File: src/rtl/filter_pkg.sv
// Shared mode encodings, per-channel flag bundle and counter sizing helpers
// for the filter bank.
package filter_pkg;

    typedef enum logic [1:0] {
        MODE_DIRECT   = 2'b00,
        MODE_DEBOUNCE = 2'b01,
        MODE_STRETCH  = 2'b10,
        MODE_BOTH     = 2'b11
    } mode_e;

    typedef struct packed {
        logic out;
        logic valid;
        logic rise;
        logic fall;
    } chan_flags_t;

    // Bits needed to hold the values 0..max_val, never less than one.
    function automatic int unsigned cnt_width(input int unsigned max_val);
        return (max_val < 2) ? 1 : $clog2(max_val + 1);
    endfunction

    function automatic int unsigned max2(input int unsigned a, input int unsigned b);
        return (a > b) ? a : b;
    endfunction

endpackage

File: src/rtl/filter_channel.sv
// One filter channel: input synchronizer, tick-driven debounce and stretch
// stages, and a mode-selected registered output with edge pulses.
module filter_channel
    import filter_pkg::*;
#(
    parameter int unsigned DEBOUNCE_HIGH_COUNT = 3,
    parameter int unsigned DEBOUNCE_LOW_COUNT  = 2,
    parameter int unsigned STRETCH_HIGH_COUNT  = 10,
    parameter int unsigned STRETCH_LOW_COUNT   = 5
) (
    input  logic        clock,
    input  logic        reset,
    input  logic        i_tick,
    input  logic        i_in,
    input  mode_e       i_mode,
    output chan_flags_t o_flags
);

    localparam int unsigned DB_W = cnt_width(max2(DEBOUNCE_HIGH_COUNT, DEBOUNCE_LOW_COUNT));
    localparam int unsigned ST_W = cnt_width(max2(STRETCH_HIGH_COUNT, STRETCH_LOW_COUNT));

    logic            r_sync1;
    logic            r_sync2;
    logic            r_db_out;
    logic [DB_W-1:0] r_db_cnt;
    logic            r_st_out;
    logic [ST_W-1:0] r_st_hold;
    logic            r_primed;
    logic            r_out;
    logic            r_out_q;
    logic            r_valid;
    logic            r_rise;
    logic            r_fall;

    logic            w_st_in;
    logic [DB_W-1:0] w_db_cnt_inc;
    logic [DB_W-1:0] w_db_target;
    logic            w_db_accept;
    logic            w_sel_out;
    logic            w_sel_valid;

    // Stage inputs and the mode-selected output/settled flag.
    always_comb begin
        w_st_in      = r_sync2;
        w_sel_out    = r_sync2;
        w_sel_valid  = 1'b1;
        w_db_cnt_inc = r_db_cnt + DB_W'(1);
        w_db_target  = r_db_out ? DB_W'(DEBOUNCE_LOW_COUNT) : DB_W'(DEBOUNCE_HIGH_COUNT);
        w_db_accept  = (w_db_cnt_inc == w_db_target);
        case (i_mode)
            MODE_DIRECT: begin
                w_sel_out   = r_sync2;
                w_sel_valid = 1'b1;
            end
            MODE_DEBOUNCE: begin
                w_sel_out   = r_db_out;
                w_sel_valid = r_primed && (r_db_cnt == '0);
            end
            MODE_STRETCH: begin
                w_sel_out   = r_st_out;
                w_sel_valid = r_primed && (r_st_hold == '0);
            end
            MODE_BOTH: begin
                w_st_in     = r_db_out;
                w_sel_out   = r_st_out;
                w_sel_valid = r_primed && (r_db_cnt == '0) && (r_st_hold == '0);
            end
            default: begin
                w_sel_out   = r_sync2;
                w_sel_valid = 1'b1;
            end
        endcase
    end

    always_ff @(posedge clock) begin
        if (reset) begin
            r_sync1   <= 1'b0;
            r_sync2   <= 1'b0;
            r_db_out  <= 1'b0;
            r_db_cnt  <= '0;
            r_st_out  <= 1'b0;
            r_st_hold <= '0;
            r_primed  <= 1'b0;
            r_out     <= 1'b0;
            r_out_q   <= 1'b0;
            r_valid   <= 1'b0;
            r_rise    <= 1'b0;
            r_fall    <= 1'b0;
        end else begin
            r_sync1 <= i_in;
            r_sync2 <= r_sync1;
            r_out   <= w_sel_out;
            r_out_q <= r_out;
            r_rise  <= r_out & ~r_out_q;
            r_fall  <= ~r_out & r_out_q;
            r_valid <= w_sel_valid;
            // Both stages advance on every tick whatever the mode.
            if (i_tick) begin
                r_primed <= 1'b1;
                if (r_sync2 != r_db_out) begin
                    if (w_db_accept) begin
                        r_db_out <= r_sync2;
                        r_db_cnt <= '0;
                    end else begin
                        r_db_cnt <= w_db_cnt_inc;
                    end
                end else begin
                    r_db_cnt <= '0;
                end
                if (r_st_hold != '0) begin
                    r_st_hold <= r_st_hold - ST_W'(1);
                end else if (w_st_in != r_st_out) begin
                    r_st_out  <= w_st_in;
                    r_st_hold <= w_st_in ? ST_W'(STRETCH_HIGH_COUNT - 1)
                                         : ST_W'(STRETCH_LOW_COUNT - 1);
                end
            end
        end
    end

    // Direct mode is always settled, even while reset is held.
    always_comb begin
        o_flags.out   = r_out;
        o_flags.valid = (i_mode == MODE_DIRECT) || r_valid;
        o_flags.rise  = r_rise;
        o_flags.fall  = r_fall;
    end

endmodule

File: src/rtl/filter_bank.sv
// Bank of independent input filters sharing one tick generator built from a
// cycles-per-microsecond prescaler and a microseconds-per-tick counter.
module filter_bank
    import filter_pkg::*;
#(
    parameter int unsigned CHANNELS            = 4,
    parameter int unsigned CLOCK_MHZ           = 40,
    parameter int unsigned TICK_US             = 1000,
    parameter int unsigned DEBOUNCE_HIGH_COUNT = 3,
    parameter int unsigned DEBOUNCE_LOW_COUNT  = 2,
    parameter int unsigned STRETCH_HIGH_COUNT  = 10,
    parameter int unsigned STRETCH_LOW_COUNT   = 5
) (
    input  logic                  clock,
    input  logic                  reset,
    input  logic [CHANNELS-1:0]   in,
    input  logic [2*CHANNELS-1:0] mode,
    output logic [CHANNELS-1:0]   out,
    output logic [CHANNELS-1:0]   valid,
    output logic [CHANNELS-1:0]   rise,
    output logic [CHANNELS-1:0]   fall,
    output logic                  tick
);

    localparam int unsigned PRE_W = cnt_width(CLOCK_MHZ - 1);
    localparam int unsigned US_W  = cnt_width(TICK_US - 1);

    logic [PRE_W-1:0] r_pre;
    logic [US_W-1:0]  r_us;
    logic             r_tick;
    logic             w_us_end;
    logic             w_tick_end;

    assign w_us_end   = (r_pre == PRE_W'(CLOCK_MHZ - 1));
    assign w_tick_end = w_us_end && (r_us == US_W'(TICK_US - 1));

    always_ff @(posedge clock) begin
        if (reset) begin
            r_pre  <= '0;
            r_us   <= '0;
            r_tick <= 1'b0;
        end else begin
            r_pre  <= w_us_end ? '0 : r_pre + PRE_W'(1);
            if (w_us_end) begin
                r_us <= w_tick_end ? '0 : r_us + US_W'(1);
            end
            r_tick <= w_tick_end;
        end
    end

    assign tick = r_tick;

    for (genvar n = 0; n < int'(CHANNELS); n++) begin : g_chan
        chan_flags_t w_flags;

        filter_channel #(
            .DEBOUNCE_HIGH_COUNT(DEBOUNCE_HIGH_COUNT),
            .DEBOUNCE_LOW_COUNT (DEBOUNCE_LOW_COUNT),
            .STRETCH_HIGH_COUNT (STRETCH_HIGH_COUNT),
            .STRETCH_LOW_COUNT  (STRETCH_LOW_COUNT)
        ) u_chan (
            .clock  (clock),
            .reset  (reset),
            .i_tick (r_tick),
            .i_in   (in[n]),
            .i_mode (mode_e'(mode[2*n +: 2])),
            .o_flags(w_flags)
        );

        assign out[n]   = w_flags.out;
        assign valid[n] = w_flags.valid;
        assign rise[n]  = w_flags.rise;
        assign fall[n]  = w_flags.fall;
    end

endmodule
File: config.mk
export PLATFORM = sky130hd
export DESIGN_NAME = filter_bank
export DESIGN_NICKNAME = d
export VERILOG_FILES = /design/src/rtl/filter_pkg.sv /design/src/rtl/filter_channel.sv /design/src/rtl/filter_bank.sv
export SDC_FILE = /design/constraint.sdc
export NUM_CORES = 1
export LEC_CHECK = 0
export CORE_MARGIN = 2
export CORE_UTILIZATION = 52
export DETAILED_ROUTE_END_ITERATION = 16
export MAX_ROUTING_LAYER = met4
export PLACE_DENSITY = 0.85
export RECOVER_POWER = 100
export SLEW_MARGIN = 20
export SYNTH_ARGS = -nofsm -noshare
export SYNTH_HDL_FRONTEND = slang
export SYNTH_HIERARCHICAL = 1
export SYNTH_SLANG_ARGS = --single-unit
File: constraint.sdc
create_clock -name clock -period 1.57 [get_ports clock]
set_input_delay 0.471 -clock clock [delete_from_list [all_inputs] [get_ports clock]]
set_output_delay 0.471 -clock clock [all_outputs]
set_load 0.02 [all_outputs]
==> impl_results.md, run 1 <==
* Setup slack, reg-to-reg at 40 ps
* Net count after synthesis at 424
* WL per Instance at 13.7 um
* CP max-delay cell: or2_4
* Layout cell share with drive strength beyond 1 at 20.7%
* Detailed Routing Iterations Pass 1 at 4
* Top_reg_cell synth: dfxtp_1
* Crit path kind: in -> out
* CTS tree: yes
* Core Area at 0.00718 mm^2
* Area Growth Syn to Fin at 19.8%
* Switching Power at 824 uW
* Slowest cell delay on critical path at 220 ps
* DRC Markers at 0
* Register area share after synthesis at 42.6%
* Post-DP Area at 0.00434 mm^2
* CTS sink count at 81
* GRT Total Usage at 20.9%
* H-tree levels at 3
* Crit path max fanout at 2
* Hold Path Stages at 1
* Synth Area in XOR/XNOR at 2.53%
* Initial drt markers at 120
* DRT Wirelength at 7690 um
* Area contributors post-synth: dfxtp_1 (43%), nor2b_1 (3.3%), inv_1 (2.9%)
* IR drop worst, VDD at 0.405 mV
* Crit start category: primary input
* Status: completed
* Post-synth EDFFs at 0
* Cells after Synth at 404
* R2R depth at 4
* Dominant cell type by area after synthesis: dfxtp_1
* Initial antenna violation count at 0
* Distinct cells, synth at 50
* Compound-gate portion of the synthesized area at 15.5%
* Final Hold Vio Count at 0
* Largest net degree at the start of global routing at 39
* Port buffer count at 30
* CTS root buf: clkbuf_8
* P_leak at 1.77 nW
* Mapped Area at 0.00381 mm^2
* Post-route clock period utilization at 97.7%
* Combinational Power Share at 5.6%
* PD cells at 863 mW/mm^2
* Fillers at 582
* GP Congestion at 0.867
* Syn_area_per_cell at 9.42 um^2
* Relative slew margins at 66.7%
* Final slew viol count at 0
* Total Die Area at 0.00802 mm^2
* Fraction of registers with async set or reset after synthesis at 0%
* Achievable Freq at 0.652 GHz
* Setup crit end kind: primary output
* Clk slew on worst S/H paths at 80 ps
* Clock power frac at 41.3%
* Internal power at 3.12 mW
* Critical path arrival at 1060 ps
* Setup TNS at 0 ps
* Minimum clock period after layout at 1530 ps
* CP Cell Sequence: clkdlybuf4s15_2, nor2_1, or2_4, buf_6
* NumNets Final at 479
* Hold buffer count at cts at 0
* Design area at 0.00456 mm^2
* Rows at 31
* Synth top area share at 42.6%
* Mux cell area share after synthesis at 1.18%
* Switching part of the total at 20.9%
* Synth warn at 6
* Clock Skews at 7.69 ps
* Synth Area in Adders at 1.97%
* Worst Max-Slew Pin Slew at 499 ps
* Top Ports at 31
* Num CTS Buffers at 9
* Sequential Power Share at 53.1%
* Worst-case clock buffer depth at 2
* Overflow after GRT at 0
* Antenna cell count at 0
* Die width at 89.6 um
* Initial Utilization at 53.1%
* Final HPWL DP at 5260 um
* HP Class: reg -> reg
* First-pass GRT wire length at 13000 um
* Synth Area in Simple Gates at 28.2%
* Vias/cell at 5.49
* Vias in the first global route at 2986
* Synth Register Bits at 81
* Max Cap Viol at 0
* Final setup vio count at 0
* Via count at 3087
* Worst-Skew Late Latency at 350 ps
* Die H at 89.6 um
* Largest family of logic cells by synthesized area: simple AND/OR/NAND/NOR gates
* WP data required at 1100 ps
* Post-route ant nets at 0
## routing by layer
metal / vias to the layer above / GRT usage (%) / routed length, um
met4: 0 / 7.60 / 40
li1: 1556 / - / -
met1: 1476 / 25.3 / 3590
met2: 49 / 33.9 / 3820
met3: 6 / 5.30 / 238
met5: - / - / 0
## worst max-delay path, delay by kind of cell
family | cells | cell delay [ps]
buf+inv | 2 | 320
simple gates | 2 | 270
## worst paths after layout
path	from	end
setup / recovery	mode[2]	valid[1]
setup reg to reg	tick	g_chan[0].u_chan/r_st_hold[2]
hold / removal	g_chan[3].u_chan/r_out_q	g_chan[3].u_chan/r_rise
hold reg to reg	g_chan[3].u_chan/r_out_q	g_chan[3].u_chan/r_rise
## state kept, by name (all words and copies together), names as in the netlist, 6 cells and up
| signal | cells |
|---|---|
| r_us | 10 |
| g_chan.u_chan/r_db_cnt | 8 |
| r_pre | 6 |
| g_chan.u_chan/r_st_hold | 16 |
## what timing repair did
item | CTS | global route
resized for setup | 64 | 14
pin swaps | 1 | 2
buffers inserted | 1 | 0
endpoints found under the setup margin | 20 | 15
## cell usage in the layout (no fill, tap or decap), types with 5 or more instances in the layout
cell type	netlist	layout
o31ai_1	8	8
buf_4	12	31
ha_1	6	5
dfxtp_1	81	80
clkbuf_8	0	10
xnor2_1	9	9
nor3_1	8	8
inv_1	29	29
nor3b_1	14	11
dlygate4sd2_1	0	11
o21ai_0	12	12
clkdlybuf4s15_2	0	6
a21oi_1	20	20
buf_6	6	5
nor2b_1	20	20
clkbuf_1	5	7
nand3_1	13	13
or3b_1	6	6
nand2_1	26	26
nand4_1	5	5
nor2_1	26	25
## power groups by stage
| stage | logic (mW) | registers (mW) | clock network [mW] |
|---|---|---|---|
| after global routing | 0.240 | 2.09 | 1.74 |
| final | 0.221 | 2.09 | 1.63 |
| after global placement | 0.215 | 2.14 | 0 |
| after CTS | 0.227 | 2.09 | 1.68 |
| after detailed placement | 0.220 | 2.14 | 0 |
| after floorplan | 0.116 | 2.13 | 0 |
## cell usage after synthesis (5+ instances only)
cell / instances
inv_1: 29
nor2_1: 26
o31ai_1: 8
o21ai_0: 12
buf_6: 6
a21oi_1: 20
nor3_1: 8
buf_4: 12
ha_1: 6
clkbuf_1: 5
nand3_1: 13
nor3b_1: 14
or3b_1: 6
nand2_1: 26
nand4_1: 5
nor2b_1: 20
dfxtp_1: 81
xnor2_1: 9
## cell families after synthesis
group,Yosys count
xor+xnor,11
buf+inv,56
flops,81
mux,4
fa+ha+maj,6
compound gates,81
simple gates,165
## through the flow
| stage | hold WS (ps) | power [mW] | worst slack [ps] | utilization, % | cells |
|---|---|---|---|---|---|
| floorplan | 383 | 2.25 | 31.2 | - | 404 |
| global placement | 388 | 2.35 | -716 | 60.5 | 546 |
| detailed placement | 396 | 2.36 | -727 | 60.5 | 546 |
| CTS | 407 | 3.99 | 4.83 | 63.7 | 562 |
| global route | 432 | 4.07 | -16.7 | 63.6 | 562 |
| finish | 407 | 3.94 | 36.6 | 63.6 | 562 |
## layout make-up
| type | count | area, um^2 | share of cell area (%) |
|---|---|---|---|
| Clock inverter | 3 | 65.1 | 1.43 |
| Clock buffer | 12 | 145 | 3.18 |
| Tap cell | 99 | 124 | 2.71 |
| Inverter | 29 | 109 | 2.39 |
| Sequential cell | 81 | 1620 | 35.6 |
| Timing Repair Buffer | 71 | 587 | 12.9 |
| Multi-Input combinational cell | 267 | 1910 | 41.9 |
(Power assumes the default switching activity.)
==> inputs of run 2 (changes only) <==
--- a/config.mk
+++ b/config.mk
@@ -6,13 +6,12 @@
 export NUM_CORES = 1
 export LEC_CHECK = 0
 export CORE_MARGIN = 2
-export CORE_UTILIZATION = 52
+export CORE_UTILIZATION = 57
 export DETAILED_ROUTE_END_ITERATION = 16
 export MAX_ROUTING_LAYER = met4
-export PLACE_DENSITY = 0.85
+export PLACE_DENSITY = 0.89
 export RECOVER_POWER = 100
 export SLEW_MARGIN = 20
 export SYNTH_ARGS = -nofsm -noshare
 export SYNTH_HDL_FRONTEND = slang
-export SYNTH_HIERARCHICAL = 1
 export SYNTH_SLANG_ARGS = --single-unit
==> constraint.sdc (replaced) <==
create_clock -name clock -period 1.69 [get_ports clock]
set_input_delay 0.507 -clock clock [delete_from_list [all_inputs] [get_ports clock]]
set_output_delay 0.507 -clock clock [all_outputs]
set_load 0.02 [all_outputs]
==> impl_results.md, run 2 <==
* Cells after Synth at 398
* Min-Delay Endpoint: g_chan[3].u_chan.r_rise
* CTS root buf: clkbuf_8
* Dominant cell type by area after synthesis: dfxtp_1
* Antenna cell count at 0
* DRT Wirelength at 6790 um
* Minimum clock period after layout at 1660 ps
* Rows at 28
* Biggest register: g_chan.u_chan.r_st_hold
* Die H at 82.2 um
* Synth Register Bits at 78
* Area Growth Syn to Fin at 16.6%
* Largest regs: g_chan.u_chan.r_st_hold: 16 flops, r_us: 10 flops, g_chan.u_chan.r_db_cnt: 8 flops
* Area contributors post-synth: dfxtp_1 (45%), nor2_1 (5.3%), a21oi_1 (5.0%)
* Initial drt markers at 114
* Hold slack at 406 ps
* Worst-case clock buffer depth at 2
* Fillers at 467
* Reg-to-Reg End: g_chan[0].u_chan.r_db_cnt[0]
* Overflow after GRT at 0
* Vias in the first global route at 2671
* Die width at 82.2 um
* Clk slew on worst S/H paths at 80 ps
* Distinct cells, synth at 45
* Hold buffer count at cts at 0
* Top_reg_cell synth: dfxtp_1
* Net count after synthesis at 418
* Final setup vio count at 0
* Final Hold Vio Count at 0
* Synth warn at 0
* Status: completed
* IR drop worst, VDD at 0.701 mV
* Port buffer count at 30
* Relative slew margins at 50.3%
* Initial Utilization at 58.8%
* WL per Instance at 13.1 um
* GP Congestion at 0.843
* Most frequent cells in the layout: dfxtp_1 (74), nor2_1 (47), a21oi_1 (35), nand2_1 (21), inv_1 (19)
* Most frequent cell after synthesis: dfxtp_1
* Post-route clock period utilization at 97.9%
* Design area at 0.00406 mm^2
* P_leak at 1.57 nW
* Vias/cell at 5.57
* Crit path depth at 4
* Setup crit end kind: primary output
* Post-route ant nets at 0
* Num CTS Buffers at 9
* HP Class: reg -> reg
* Post-CTS Setup Inserts at 0
* Initial antenna violation count at 0
* Largest net degree at the start of global routing at 57
* Critical path arrival at 1150 ps
* Hold wc startpoint: g_chan[3].u_chan.r_out_q
* Hold Path Stages at 1
* NumNets Final at 458
* Most common cell after layout, fill and taps aside: dfxtp_1
* PD cells at 875 mW/mm^2
* WP data required at 1180 ps
* Slowest cell delay on critical path at 240 ps
* Final HPWL DP at 4570 um
* Core Area at 0.00592 mm^2
* Post-synth EDFFs at 0
* CTS sink count at 78
* Mapped Area at 0.00348 mm^2
* Crit path max-delay family: buffers and inverters
* First-pass GRT wire length at 11400 um
* Setup slack, reg-to-reg at 50 ps
* Post-synth top cells: dfxtp_1 (78), nor2_1 (49), a21oi_1 (35)
* Achievable Freq at 0.604 GHz
* Total Die Area at 0.00675 mm^2
* Max Cap Viol at 0
* H-tree levels at 3
* Crit path max fanout at 2
* CP Cell Sequence: dlygate4sd2_1, nor2_2, or2_4, buf_6
* Fraction of registers with async set or reset after synthesis at 0%
* Via count at 2886
* Final slew viol count at 0
* Largest register FFs at 16
* Worst-Skew Late Latency at 360 ps
* R2R Path Start: g_chan[0].u_chan.r_db_cnt[0]
* R2R depth at 6
* Crit path kind: in -> out
* Synth top area share at 44.8%
* Worst Max-Slew Pin Slew at 739 ps
* Register area share after synthesis at 44.8%
* DRC Markers at 0
* GRT Total Usage at 22.4%
* Top Ports at 31
* Post-DP Area at 0.00392 mm^2
* Clock Skews at 7.43 ps
* Buf/Inv on CP at 2
* Syn_area_per_cell at 8.75 um^2
* CTS tree: yes
* CP max-delay cell: dlygate4sd2_1
* Detailed Routing Iterations Pass 1 at 4
* Layout cell share with drive strength beyond 1 at 13.5%
* Crit start category: primary input
==> run 2: metrics by stage <==
step	setup WS [ps]	setup TNS (ps)	instances	power [mW]	util [%]
2_1_floorplan	40.4	0	398	2.06	-
3_3_place_gp	-693	-4160	502	2.17	66.1
3_5_place_dp	-695	-4760	502	2.18	66.1
4_1_cts	-234	-234	518	3.58	69.4
5_1_grt	-34.1	-34.1	518	3.69	68.6
6_report	34.8	0	518	3.55	68.6
==> run 2: cell type report <==
class / instances / area, um^2 / area share (%)
Tap cell: 75 / 93.8 / 2.31
Sequential cell: 78 / 1570 / 38.6
Multi-Input combinational cell: 278 / 1720 / 42.3
Clock buffer: 13 / 159 / 3.91
Clock inverter: 3 / 42.5 / 1.05
Timing Repair Buffer: 52 / 410 / 10.1
Inverter: 19 / 71.3 / 1.76
==> run 2: worst max-delay path by stage <==
| stage | start | slack, ps | end |
|---|---|---|---|
| after detailed placement | mode[5] | -690 | valid[2] |
| final | mode[2] | 30 | valid[1] |
| after global placement | mode[5] | -690 | valid[2] |
| after global routing | g_chan[0].u_chan.r_db_cnt[0] | -30 | g_chan[0].u_chan.r_db_cnt[0] |
| after floorplan | tick | 40 | g_chan[2].u_chan.r_st_hold[3] |
| after CTS | mode[5] | -230 | valid[2] |
==> run 2: cells by family (layout without fill, tap and decap cells) <==
kind of cell | Yosys count | in the layout | share of synthesized area [%]
AO/OA/AOI/OAI | 76 | 76 | 13.6
XOR/XNOR | 12 | 12 | 3.02
adder cells (fa/ha/maj) | 6 | 6 | 2.16
buffers and inverters | 42 | 87 | 5.93
flip-flops | 78 | 78 | 44.8
multiplexers | 9 | 9 | 2.59
AND/OR/NAND/NOR | 175 | 175 | 27.8
==> run 2: per-layer routing <==
metal	routed length [um]	share of wire (%)	track usage [%]	vias up
met5	0	0	-	-
met4	129	1.9	10.0	0
met3	314	4.6	6.85	14
met2	3340	49	36.3	73
met1	3010	44	25.7	1352
li1	-	-	-	1447
==> run 2: where the power goes <==
part / total (mW) / switching [mW] / internal [mW] / leakage, nW
clock: 1.43 / 0.663 / 0.762 / 0.0996
sequential: 1.89 / 0.0271 / 1.87 / 0.634
combinational: 0.234 / 0.119 / 0.114 / 0.841
==> run 2: what timing repair did <==
item,4_1_cts,5_1_grt
gates resized for setup,50,15
hold endpoints to repair,0,0
setup endpoints to repair,17,16
==> inputs of run 3 (changes only) <==
--- a/config.mk
+++ b/config.mk
@@ -9,7 +9,7 @@
 export CORE_UTILIZATION = 57
 export DETAILED_ROUTE_END_ITERATION = 16
 export MAX_ROUTING_LAYER = met4
-export PLACE_DENSITY = 0.89
+export PLACE_DENSITY = 0.79
 export RECOVER_POWER = 100
 export SLEW_MARGIN = 20
 export SYNTH_ARGS = -nofsm -noshare
==> impl_results.md, run 3 (synthesis gave the netlist of run 2 again) <==
* Status: completed
* Crit path max-delay family: buffers and inverters
* Setup crit end kind: primary output
* Vias in the first global route at 2460
* NumNets Final at 465
* GRT Total Usage at 21.7%
* Setup slack, reg-to-reg at 90 ps
* R2R depth at 4
* CP max-delay cell: or2_2
* Setup TNS at 0 ps
* Final Hold Vio Count at 0
* Largest regs: g_chan.u_chan.r_st_hold: 16 flops, r_us: 10 flops, g_chan.u_chan.r_db_cnt: 8 flops
* Achievable Freq at 0.600 GHz
* Area Growth Syn to Fin at 18.4%
* Final slew viol count at 0
* Top Ports at 31
* Crit path kind: in -> out
* Layout cell share with drive strength beyond 1 at 16.9%
* Initial Utilization at 58.8%
* Clk slew on worst S/H paths at 80 ps
* Reg-to-Reg End: g_chan[2].u_chan.r_st_hold[3]
* DRT Wirelength at 6560 um
* Num CTS Buffers at 9
* Slowest cell delay on critical path at 270 ps
* CTS sink count at 78
* PnR worst setup slack at 24.2 ps
* Final HPWL DP at 4500 um
* PD cells at 864 mW/mm^2
* Largest register FFs at 16
* Post-route clock period utilization at 98.6%
* R2R Path Start: tick
* Pre-CTS setup slack at -668 ps
* First-pass GRT wire length at 10800 um
* Buf/Inv on CP at 2
* Worst-Skew Late Latency at 350 ps
* Fillers at 468
* RSZ-0062 raised after global routing: no
* Detailed Routing Iterations Pass 1 at 5
* Crit path depth at 4
* Fin cells at 525
* Most common cell after layout, fill and taps aside: dfxtp_1
* Worst Max-Slew Pin Slew at 578 ps
* Hold Path Stages at 1
* CTS root buf: clkbuf_8
* Post-route ant nets at 0
* CTS tree: yes
* H-tree levels at 3
* Worst-case clock buffer depth at 2
* HP Class: reg -> reg
* Max Cap Viol at 0
* Design area at 0.00412 mm^2
* Initial antenna violation count at 0
* P_leak at 1.61 nW
* Initial drt markers at 120
* Minimum clock period after layout at 1670 ps
* Total Die Area at 0.00675 mm^2
* Hold slack at 401 ps
* Most frequent cells in the layout: dfxtp_1 (74), nor2_1 (48), a21oi_1 (34), nand2_1 (21), inv_1 (19)
* Post-CTS Setup Inserts at 0
* Vias/cell at 5.40
* IR drop worst, VDD at 0.689 mV
* Crit start category: primary input
* Critical path arrival at 1160 ps
* Clock Skews at 8.93 ps
* Final setup vio count at 0
* Port buffer count at 30
* Antenna cell count at 0
* Hold wc startpoint: g_chan[2].u_chan.r_out_q
* Core Area at 0.00592 mm^2
* Dpl cells at 509
* Relative slew margins at 61.1%
* CP Cell Sequence: clkdlybuf4s15_1, nor2_1, or2_2, buf_6
* Rows at 28
* Overflow after GRT at 0
* Die H at 82.2 um
* WP data required at 1180 ps
* Crit path max fanout at 2
* GP Congestion at 0.794
* Via count at 2836
* Post-DP Area at 0.00398 mm^2
* WL per Instance at 12.5 um
* Min-Delay Endpoint: g_chan[2].u_chan.r_rise
* DRC Markers at 0
* Biggest register: g_chan.u_chan.r_st_hold
* Die width at 82.2 um
* Largest net degree at the start of global routing at 40
run 3: per-stage QoR:
stage / total power [mW] / utilization [%]
after global placement: 2.17 / 67.2
after floorplan: 2.06 / -
after detailed placement: 2.18 / 67.2
after global routing: 3.68 / 69.6
after CTS: 3.60 / 70.5
final: 3.56 / 69.6
run 3: area by class of cell:
type                    instances  area [um^2]  share of cell area, %
well taps                      75         93.8                   2.28
repair buffers                 59          450                   10.9
clock buffers                  11          151                   3.67
inverters                      19         71.3                   1.73
flip-flops and latches         78         1570                   38.1
clock inverters                 5         56.3                   1.37
multi-input cells             278         1730                   42.0
run 3: worst max path at each step:
stage / startpoint / to
CTS: mode[7] / valid[3]
global route: g_chan[3].u_chan.r_db_cnt[0] / g_chan[3].u_chan.r_db_cnt[0]
global placement: mode[7] / valid[3]
finish: mode[0] / valid[0]
floorplan: tick / g_chan[2].u_chan.r_st_hold[3]
detailed placement: mode[7] / valid[3]
run 3: timing repair:
action,4_1_cts,5_1_grt
endpoints found under the setup margin,17,19
pin swaps,0,1
resized for setup,51,19
hold buffers,0,0
run 3: power by group:
part	switching, mW	internal, mW	total, mW
sequential	0.0280	1.87	1.89
combinational	0.116	0.112	0.228
clock	0.677	0.763	1.44
run 3: metal layers:
layer / global-route usage (%) / part of all wire (%) / wire length, um / vias up
li1: - / - / - / 1466
met1: 26.3 / 47 / 3060 / 1287
met2: 34.7 / 47 / 3070 / 66
met3: 3.80 / 4.3 / 280 / 17
met4: 11.3 / 2.3 / 150 / 0
met5: - / 0 / 0 / -
